File: src/rtl/instr_fetch_unit_if.sv
// rtl/instr_fetch_unit_if.sv - instruction memory, redirect and decoded-instruction handshake bundle
interface instr_fetch_unit_if #(
  parameter int ADDR_W  = 16,
  parameter int INSTR_W = 16
);
  logic               imem_req;
  logic [ADDR_W-1:0]  imem_addr;
  logic [INSTR_W-1:0] imem_rdata;
  logic               imem_valid;
  logic               redirect;
  logic [ADDR_W-1:0]  redirect_pc;
  logic               instr_valid;
  logic               instr_ready;
  logic [6:0]         opcode;
  logic [2:0]         rsrc;
  logic [2:0]         rdst;
  logic [15:0]        imm;
  logic [ADDR_W-1:0]  pc_out;
  logic               halted;

  modport master (
    output imem_req, imem_addr,
    input  imem_rdata, imem_valid,
    input  redirect, redirect_pc,
    output instr_valid,
    input  instr_ready,
    output opcode, rsrc, rdst, imm, pc_out, halted
  );

  modport slave (
    input  imem_req, imem_addr,
    output imem_rdata, imem_valid,
    output redirect, redirect_pc,
    input  instr_valid,
    output instr_ready,
    input  opcode, rsrc, rdst, imm, pc_out, halted
  );
endinterface

File: src/rtl/instr_fetch_unit.sv
// rtl/instr_fetch_unit.sv - fetches one- or two-word instructions and issues decoded fields downstream
module instr_fetch_unit #(
  parameter int                ADDR_W   = 16,
  parameter int                INSTR_W  = 16,
  parameter logic [ADDR_W-1:0] RESET_PC = '0
) (
  input logic                clk,
  input logic                reset,
  instr_fetch_unit_if.master bus
);
  typedef enum logic [1:0] {FETCH1, FETCH2, ISSUE, HALTED} state_t;

  localparam logic [6:0] OP_HLT = 7'b1100001;

  state_t             state_q, state_d;
  logic [ADDR_W-1:0]  pc_q, pc_d;
  logic [ADDR_W-1:0]  pc_out_q, pc_out_d;
  logic [6:0]         opcode_q, opcode_d;
  logic [2:0]         rsrc_q, rsrc_d;
  logic [2:0]         rdst_q, rdst_d;
  logic [15:0]        imm_q, imm_d;

  logic [INSTR_W-1:0] word;
  logic               req;
  logic               xfer;
  logic               word_is_imm;

  assign word        = bus.imem_rdata;
  assign xfer        = req && bus.imem_valid;
  assign word_is_imm = (word[15:14] == 2'b01);

  always_ff @(posedge clk or posedge reset) begin
    if (reset) begin
      state_q  <= FETCH1;
      pc_q     <= RESET_PC;
      pc_out_q <= RESET_PC;
      opcode_q <= '0;
      rsrc_q   <= '0;
      rdst_q   <= '0;
      imm_q    <= '0;
    end else begin
      state_q  <= state_d;
      pc_q     <= pc_d;
      pc_out_q <= pc_out_d;
      opcode_q <= opcode_d;
      rsrc_q   <= rsrc_d;
      rdst_q   <= rdst_d;
      imm_q    <= imm_d;
    end
  end

  // Redirect outranks everything except HALTED; a concurrent issue handshake still completes.
  always_comb begin
    state_d = state_q;
    case (state_q)
      FETCH1: if (xfer) state_d = word_is_imm ? FETCH2 : ISSUE;
      FETCH2: if (xfer) state_d = ISSUE;
      ISSUE:  if (bus.instr_ready) state_d = (opcode_q == OP_HLT) ? HALTED : FETCH1;
      HALTED: state_d = HALTED;
      default: state_d = FETCH1;
    endcase
    if (bus.redirect && state_q != HALTED) state_d = FETCH1;
  end

  always_comb begin
    pc_d     = pc_q;
    pc_out_d = pc_out_q;
    opcode_d = opcode_q;
    rsrc_d   = rsrc_q;
    rdst_d   = rdst_q;
    imm_d    = imm_q;
    if (bus.redirect && state_q != HALTED) begin
      pc_d = bus.redirect_pc;
    end else if (xfer && state_q == FETCH1) begin
      opcode_d = word[15:9];
      rsrc_d   = word[8:6];
      rdst_d   = word[5:3];
      pc_out_d = pc_q;
      pc_d     = pc_q + 1'b1;
      if (!word_is_imm) imm_d = '0;
    end else if (xfer && state_q == FETCH2) begin
      imm_d = word[15:0];
      pc_d  = pc_q + 1'b1;
    end
  end

  always_comb begin
    req             = ((state_q == FETCH1) || (state_q == FETCH2)) && !reset;
    bus.imem_req    = req;
    bus.imem_addr   = pc_q;
    bus.instr_valid = (state_q == ISSUE);
    bus.halted      = (state_q == HALTED);
    bus.opcode      = opcode_q;
    bus.rsrc        = rsrc_q;
    bus.rdst        = rdst_q;
    bus.imm         = imm_q;
    bus.pc_out      = pc_out_q;
  end
endmodule

File: src/flat_wrapper.sv
// flat-port wrapper written by rule: the top's interface ports become plain ports
module instr_fetch_unit_flat 
#(
  parameter int                ADDR_W   = 16,
  parameter int                INSTR_W  = 16,
  parameter logic [ADDR_W-1:0] RESET_PC = '0
)
  (clk, reset, bus_imem_req, bus_imem_addr, bus_imem_rdata, bus_imem_valid, bus_redirect, bus_redirect_pc, bus_instr_valid, bus_instr_ready, bus_opcode, bus_rsrc, bus_rdst, bus_imm, bus_pc_out, bus_halted);
  instr_fetch_unit_if #(.ADDR_W(ADDR_W), .INSTR_W(INSTR_W)) bus_i ();
  input logic clk;
  input logic reset;
  output wire logic [$bits(bus_i.imem_req)-1:0] bus_imem_req;
  output wire logic [$bits(bus_i.imem_addr)-1:0] bus_imem_addr;
  input wire logic [$bits(bus_i.imem_rdata)-1:0] bus_imem_rdata;
  input wire logic [$bits(bus_i.imem_valid)-1:0] bus_imem_valid;
  input wire logic [$bits(bus_i.redirect)-1:0] bus_redirect;
  input wire logic [$bits(bus_i.redirect_pc)-1:0] bus_redirect_pc;
  output wire logic [$bits(bus_i.instr_valid)-1:0] bus_instr_valid;
  input wire logic [$bits(bus_i.instr_ready)-1:0] bus_instr_ready;
  output wire logic [$bits(bus_i.opcode)-1:0] bus_opcode;
  output wire logic [$bits(bus_i.rsrc)-1:0] bus_rsrc;
  output wire logic [$bits(bus_i.rdst)-1:0] bus_rdst;
  output wire logic [$bits(bus_i.imm)-1:0] bus_imm;
  output wire logic [$bits(bus_i.pc_out)-1:0] bus_pc_out;
  output wire logic [$bits(bus_i.halted)-1:0] bus_halted;
  assign bus_imem_req = bus_i.imem_req;
  assign bus_imem_addr = bus_i.imem_addr;
  assign bus_i.imem_rdata = bus_imem_rdata;
  assign bus_i.imem_valid = bus_imem_valid;
  assign bus_i.redirect = bus_redirect;
  assign bus_i.redirect_pc = bus_redirect_pc;
  assign bus_instr_valid = bus_i.instr_valid;
  assign bus_i.instr_ready = bus_instr_ready;
  assign bus_opcode = bus_i.opcode;
  assign bus_rsrc = bus_i.rsrc;
  assign bus_rdst = bus_i.rdst;
  assign bus_imm = bus_i.imm;
  assign bus_pc_out = bus_i.pc_out;
  assign bus_halted = bus_i.halted;
  instr_fetch_unit #(.ADDR_W(ADDR_W), .INSTR_W(INSTR_W), .RESET_PC(RESET_PC)) u_core (.clk(clk), .reset(reset), .bus(bus_i));
endmodule
File: config.mk
export PLATFORM = sky130hd
export DESIGN_NAME = instr_fetch_unit_flat
export DESIGN_NICKNAME = d
export VERILOG_FILES = /design/src/rtl/instr_fetch_unit_if.sv /design/src/rtl/instr_fetch_unit.sv /design/src/flat_wrapper.sv
export SDC_FILE = /design/constraint.sdc
export NUM_CORES = 1
export LEC_CHECK = 0
export CORE_MARGIN = 1
export CORE_UTILIZATION = 35
export DETAILED_ROUTE_END_ITERATION = 10
export DONT_BUFFER_PORTS = 1
export PLACE_DENSITY = 0.51
export SLEW_MARGIN = 20
export SYNTH_ARGS = -nofsm -noshare
export SYNTH_HDL_FRONTEND = slang
export SYNTH_SLANG_ARGS = --single-unit
export TNS_END_PERCENT = 20
File: constraint.sdc
create_clock -name clk -period 1.6 [get_ports clk]
set_input_delay 0.16 -clock clk [delete_from_list [all_inputs] [get_ports clk]]
set_output_delay 0.16 -clock clk [all_outputs]
set_load 0.02 [all_outputs]
* Yosys cells after proc, flatten, opt, wreduce, memory -nomap -nowiden *
Cells that the tools add are included.

operators by class
  add/subtract/negate cells = 1
  bitwise operators = 1
  mux-type cells = 13
  eq/ne operators = 10
  reduce and logical (&&, ||, !) cells = 13

operators with widths
  cell                     count
  $mux W16                 6
  $add A16 B1 Y16 const B  1
  $mux W2                  6
  $ne A3 B1 Y1 const B     3
  $pmux W2 S4              1
  $eq A7 B7 Y1 const B     1
  $reduce_and A3 Y1        2
  $logic_and A1 B1 Y1      5
  $eq A2 B1 Y1 const B     2
  $eq A2 B2 Y1 const B     2
  $ne A2 B2 Y1 const B     2
  $reduce_bool A3 Y1       1
  $logic_not A2 Y1         1
  $reduce_and A2 Y1        1
  $reduce_bool A2 Y1       1
  $logic_not A1 Y1         1
  $logic_or A1 B1 Y1       1
  $not A1 Y1               1

storage, ports and cells
  logic and storage cells = 45
  register bits = 63
  output and inout bits = 64

* Logic depth before layout (Yosys ltp) *
  word-level depth = 8
  mapped depth = 7
  depth with buffers taken out = 5

* Least setup slack after synthesis *
No wires, ideal clock.

  path type = reg2reg
  start point = register u_core.state_q[1]
  end point = register u_core.rdst_q[2], in the netlist u_core.bus.rdst[2]
  required time = 1.475 ns
  setup slack = -0.175 ns
  stages on the path, launching flop included = 7
  buffers on the path = 3
  data arrival time = 1.650 ns
  cells stage by stage = dfrtp_1 -> buf_6 -> or3b_4 -> nor3_2 -> buf_4 -> buf_6 -> mux2_2

on the way
  word-level cells in the longest chain between the ends = 6
  elaborated cells on any way between the ends = 10
  classes of those cells = 2 x eq/ne; 1 x bitwise; 7 x reduce/logical

ends and longest elaborated chain
  item                                              RTL line                                        source
  start: declaration                                instr_fetch_unit.sv:15                          state_t state_q, state_d;
  start signal: assignment                          instr_fetch_unit.sv:42                          state_q <= state_d;
  $eq A2 B1 Y1 or $logic_not A2 Y1 (tied branches)  instr_fetch_unit.sv:88, instr_fetch_unit.sv:74
  $logic_or A1 B1 Y1                                instr_fetch_unit.sv:88                          req = ((state_q == FETCH1) || (state_q == FETCH2)) && !reset;
  $logic_and A1 B1 Y1                               instr_fetch_unit.sv:88
  $logic_and A1 B1 Y1                               instr_fetch_unit.sv:29                          assign xfer = req && bus.imem_valid;
  $logic_and A1 B1 Y1                               instr_fetch_unit.sv:74                          end else if (xfer && state_q == FETCH1) begin
  $reduce_and A2 Y1 (no line) (*)                   -
  end signal: assignment                            instr_fetch_unit.sv:47                          rdst_q <= rdst_d;
  end: declaration                                  instr_fetch_unit.sv:20                          logic [2:0] rdst_q, rdst_d;

Every way passes the cells marked *; elsewhere a longest branch is shown, timed or not.
A chain may end at the register's enable or synchronous reset.

* Final worst setup path *
  start point = register u_core.state_q[1]
  end point = register u_core.rsrc_q[0], in the netlist u_core.bus.rsrc[0]

on the way
  word-level cells in the longest chain between the ends = 6
  elaborated cells on any way between the ends = 10
  classes of those cells = 2 x eq/ne; 1 x bitwise; 7 x reduce/logical

ends and longest elaborated chain
  item                                              RTL line                                        source
  $eq A2 B1 Y1 or $logic_not A2 Y1 (tied branches)  instr_fetch_unit.sv:88, instr_fetch_unit.sv:74
  $logic_or A1 B1 Y1                                instr_fetch_unit.sv:88
  $logic_and A1 B1 Y1                               instr_fetch_unit.sv:88
  $logic_and A1 B1 Y1                               instr_fetch_unit.sv:29
  $logic_and A1 B1 Y1                               instr_fetch_unit.sv:74
  $reduce_and A2 Y1 (no line) (*)                   -
  end signal: assignment                            instr_fetch_unit.sv:46                          rsrc_q <= rsrc_d;
  end: declaration                                  instr_fetch_unit.sv:19                          logic [2:0] rsrc_q, rsrc_d;

Marked as above.

==> impl_metrics.csv <==
group,metric,value,unit
clock_network,clk_latency,0.35,ns
global_route,overflow,0,
clock_network,cts_max_level,3,
critical_path,worstPathArrival,1.95,ns
sta,relSlewSlack,65.18,%
yosys,ys_seq_area_share,54.22,%
floorplan,core,0.007888,mm2
floorplan,die_w,93.15,um
route,drc_errors,0,
route,wl,7505,um
global_route,grt_antenna_before_repair,0,
layout,area_growth,41.18,%
sta,finalCriticalPeriod,1.722,ns
global_route,grt_pass1_wl,11340,um
yosys,synthDistinctLibCells,43,
floorplan,die_y,93.15,um
clock_network,cts_tree,"built",
floorplan,row_count,32,
route,ant_nets,0,
yosys,synth_ff_type,"dfrtp_1",
power,irDropWorstVdd,0.5130,mV
yosys,postSynthAreaPerCell,10.89,um2
clock_network,cts_buffers,9,
route,vias,2285,
critical_path,critical_path.startpoint_type,"register",
flow_run,max-cap-violations,0,
yosys,ys_ff_latch,63,
layout,drive_gt1_share,30.50,%
placed_design,hpwl,4894,um
yosys,syn_inst,267,
power,power,4.807,mW
placed_design,placed_cells,387,
layout,nets,374,
sta,final-setup-viol-count,31,
placed_design,gp_congestion,0.7550,
sta,fin_skew,0.008750,ns
global_route,grtUsageTotal,17.44,%
critical_path,cp-end-kind,"register",
sta,setup_ws,-0.1221,ns
critical_path,crit_type,"register to register",
sta,final_max_slew_viol_count,0,
clock_network,clockRootBuffer,"clkbuf_8",
yosys,synth_nets,305,
layout,n_antenna_cell,0,
worst_hold_path,min_path_type,"primary input to register",
floorplan,ios,101,
route,wire_per_inst,16.94,um
clock_network,cts_sinks,63,
global_route,grt_max_degree,33,
clock_network,cts_buffer_depth,2,
power,p_leak,1.749,nW
yosys,ys_warn_count,0,
global_route,grt_pass1_vias,2296,
layout,post-route-util,52.05,%
sta,fmax,0.5807,GHz
sta,rsz0062_at_grt,"yes",
route,drt_iter0_drc,68,
sta,hold_viol,0,
sta,tightest_slew,0.5222,ns
yosys,asyncSetResetFlopFracSynth,100.0,%
critical_path,cp.required,1.82,ns
floorplan,start_util,36.87,%
clock_network,clk_pin_slew,0.07,ns
critical_path,crit_fanout,6,
yosys,netlist_area,0.002908,mm2
yosys,synth_edf_count,0,
floorplan,die-area,0.008677,mm2
route,avgViaCountPerCell,5.158,
layout,num-fill-cells,701,
status,run_status,"finished with violations",
status,violations,"setup timing",
sta,fin_crit_sh,107.6,%
power,powerDensity,1171,mW/mm2
placed_design,io_buffers,0,
layout,stdcell_count,443,
route,dr.pass1.iters,4,
sequential cells by signal, indices dropped and copies added (netlist names):
| name | count |
|---|---|
| u_core.bus.imm | 16 |
| u_core.bus.imem_addr | 16 |
| u_core.state_q | 2 |
| u_core.bus.opcode | 7 |
| u_core.bus.rsrc | 3 |
| u_core.bus.rdst | 3 |
| u_core.bus.pc_out | 16 |
metal layers:
layer  vias up  wire length, um  track usage [%]  part of all wire (%)
met5         -                0                0                     0
met4         0               98            6.923                   1.3
met1      1127             3247            20.16                    43
met3         9              662            7.642                   8.8
li1       1059                -                -                     -
met2        90             3497            28.31                    47
timing repair:
action	4_1_cts	5_1_grt
buffers inserted	0	2
hold endpoints to repair	66	22
setup endpoints to repair	53	57
gates resized for setup	5	34
pin swaps	0	3
gates cloned	0	3
hold buffers	34	1
cell type report:
| class | instances | area (um2) | share of cell area, % |
|---|---|---|---|
| repair buffers | 74 | 759.5 | 18.50 |
| flip-flops and latches | 63 | 1577 | 38.40 |
| inverters | 21 | 82.58 | 2.012 |
| multi-input cells | 167 | 1316 | 32.06 |
| clock inverters | 2 | 60.06 | 1.463 |
| well taps | 102 | 127.6 | 3.109 |
| clock buffers | 14 | 182.7 | 4.450 |
stage by stage:
step           setup TNS (ns)  hold WS, ns  instance area, um2  worst slack [ns]
2_1_floorplan          -3.374       0.2757                2912           -0.1751
3_3_place_gp          -0.9040       0.1322                3262          -0.03821
3_5_place_dp           -1.669       0.1364                3262          -0.06227
4_1_cts                -2.222      0.01008                3879          -0.08182
5_1_grt                -5.783      0.06034                4105           -0.1538
6_report               -2.815      0.02621                4105           -0.1221
layout by cell type, fill, tap and decap left out, drive strengths merged, types with 2 or more instances in the layout:
master / netlist / layout
a21oi: 2 / 2
a22oi: 2 / 2
a311o: 2 / 2
and2: 2 / 2
buf: 10 / 38
bufinv: 0 / 2
clkbuf: 6 / 16
dfrtp: 63 / 63
dlygate4sd3: 0 / 34
inv: 21 / 20
mux2: 29 / 29
nand2: 19 / 19
nand2b: 2 / 2
nand3: 22 / 22
nand4: 7 / 7
nor2: 13 / 13
nor2b: 2 / 2
nor3: 7 / 7
nor4: 4 / 4
o21ai: 29 / 29
o31a: 2 / 2
xnor2: 8 / 8
xor2: 2 / 2
Yosys cell counts, types with 3 or more instances:
master	n	area [um2]
dfrtp_1	63	1577
clkbuf_1	6	22.52
buf_2	5	25.02
o21ai_1	5	25.02
nand4_1	6	37.54
nand2_1	19	71.32
o21ai_0	24	120.1
nor3_1	5	25.02
nand3_1	22	110.1
xnor2_1	8	70.07
buf_6	3	33.78
mux2_2	29	326.6
nor4_1	3	18.77
inv_1	21	78.83
nor2_1	12	45.04
kinds of logic (layout without fill, tap and decap cells):
logic type	Yosys count	in the layout	share of synthesized area [%]
buf+inv	37	111	5.895
xor+xnor	10	10	3.012
simple gates	84	84	16.27
compound gates	42	42	8.606
fa+ha+maj	1	1	0.4302
flops	63	63	54.22
mux	30	30	11.57
worst paths after layout:
path,start,end,slack [ns],cells past startpoint
min in group asynchronous,reset,u_core.bus.imem_addr[12],0.48,3
worst max-delay path,u_core.state_q[1],u_core.bus.rsrc[0],-0.12,5
worst max register to register,u_core.state_q[1],u_core.bus.rsrc[0],-0.12,5
max in group asynchronous,reset,u_core.bus.imm[4],0.35,4
worst min-delay path,bus_redirect,u_core.bus.imem_addr[15],0.03,3
worst min register to register,u_core.bus.imem_addr[12],u_core.bus.pc_out[12],0.63,1
critical path, cell delays in order, from the launching register on:
cell,delay (ns)
dfrtp_1,0.38
or3b_4,0.39
nor3_4,0.21
buf_12,0.17
clkbuf_16,0.16
mux2_4,0.30
where the power goes:
part	internal [mW]	switching (mW)	total, mW	leakage, nW
logic	0.476	0.356	0.832	0.833
clock network	1.05	0.610	1.66	0.123
registers	1.84	0.471	2.32	0.793
No activity file was read; power rests on OpenSTA's default activity.
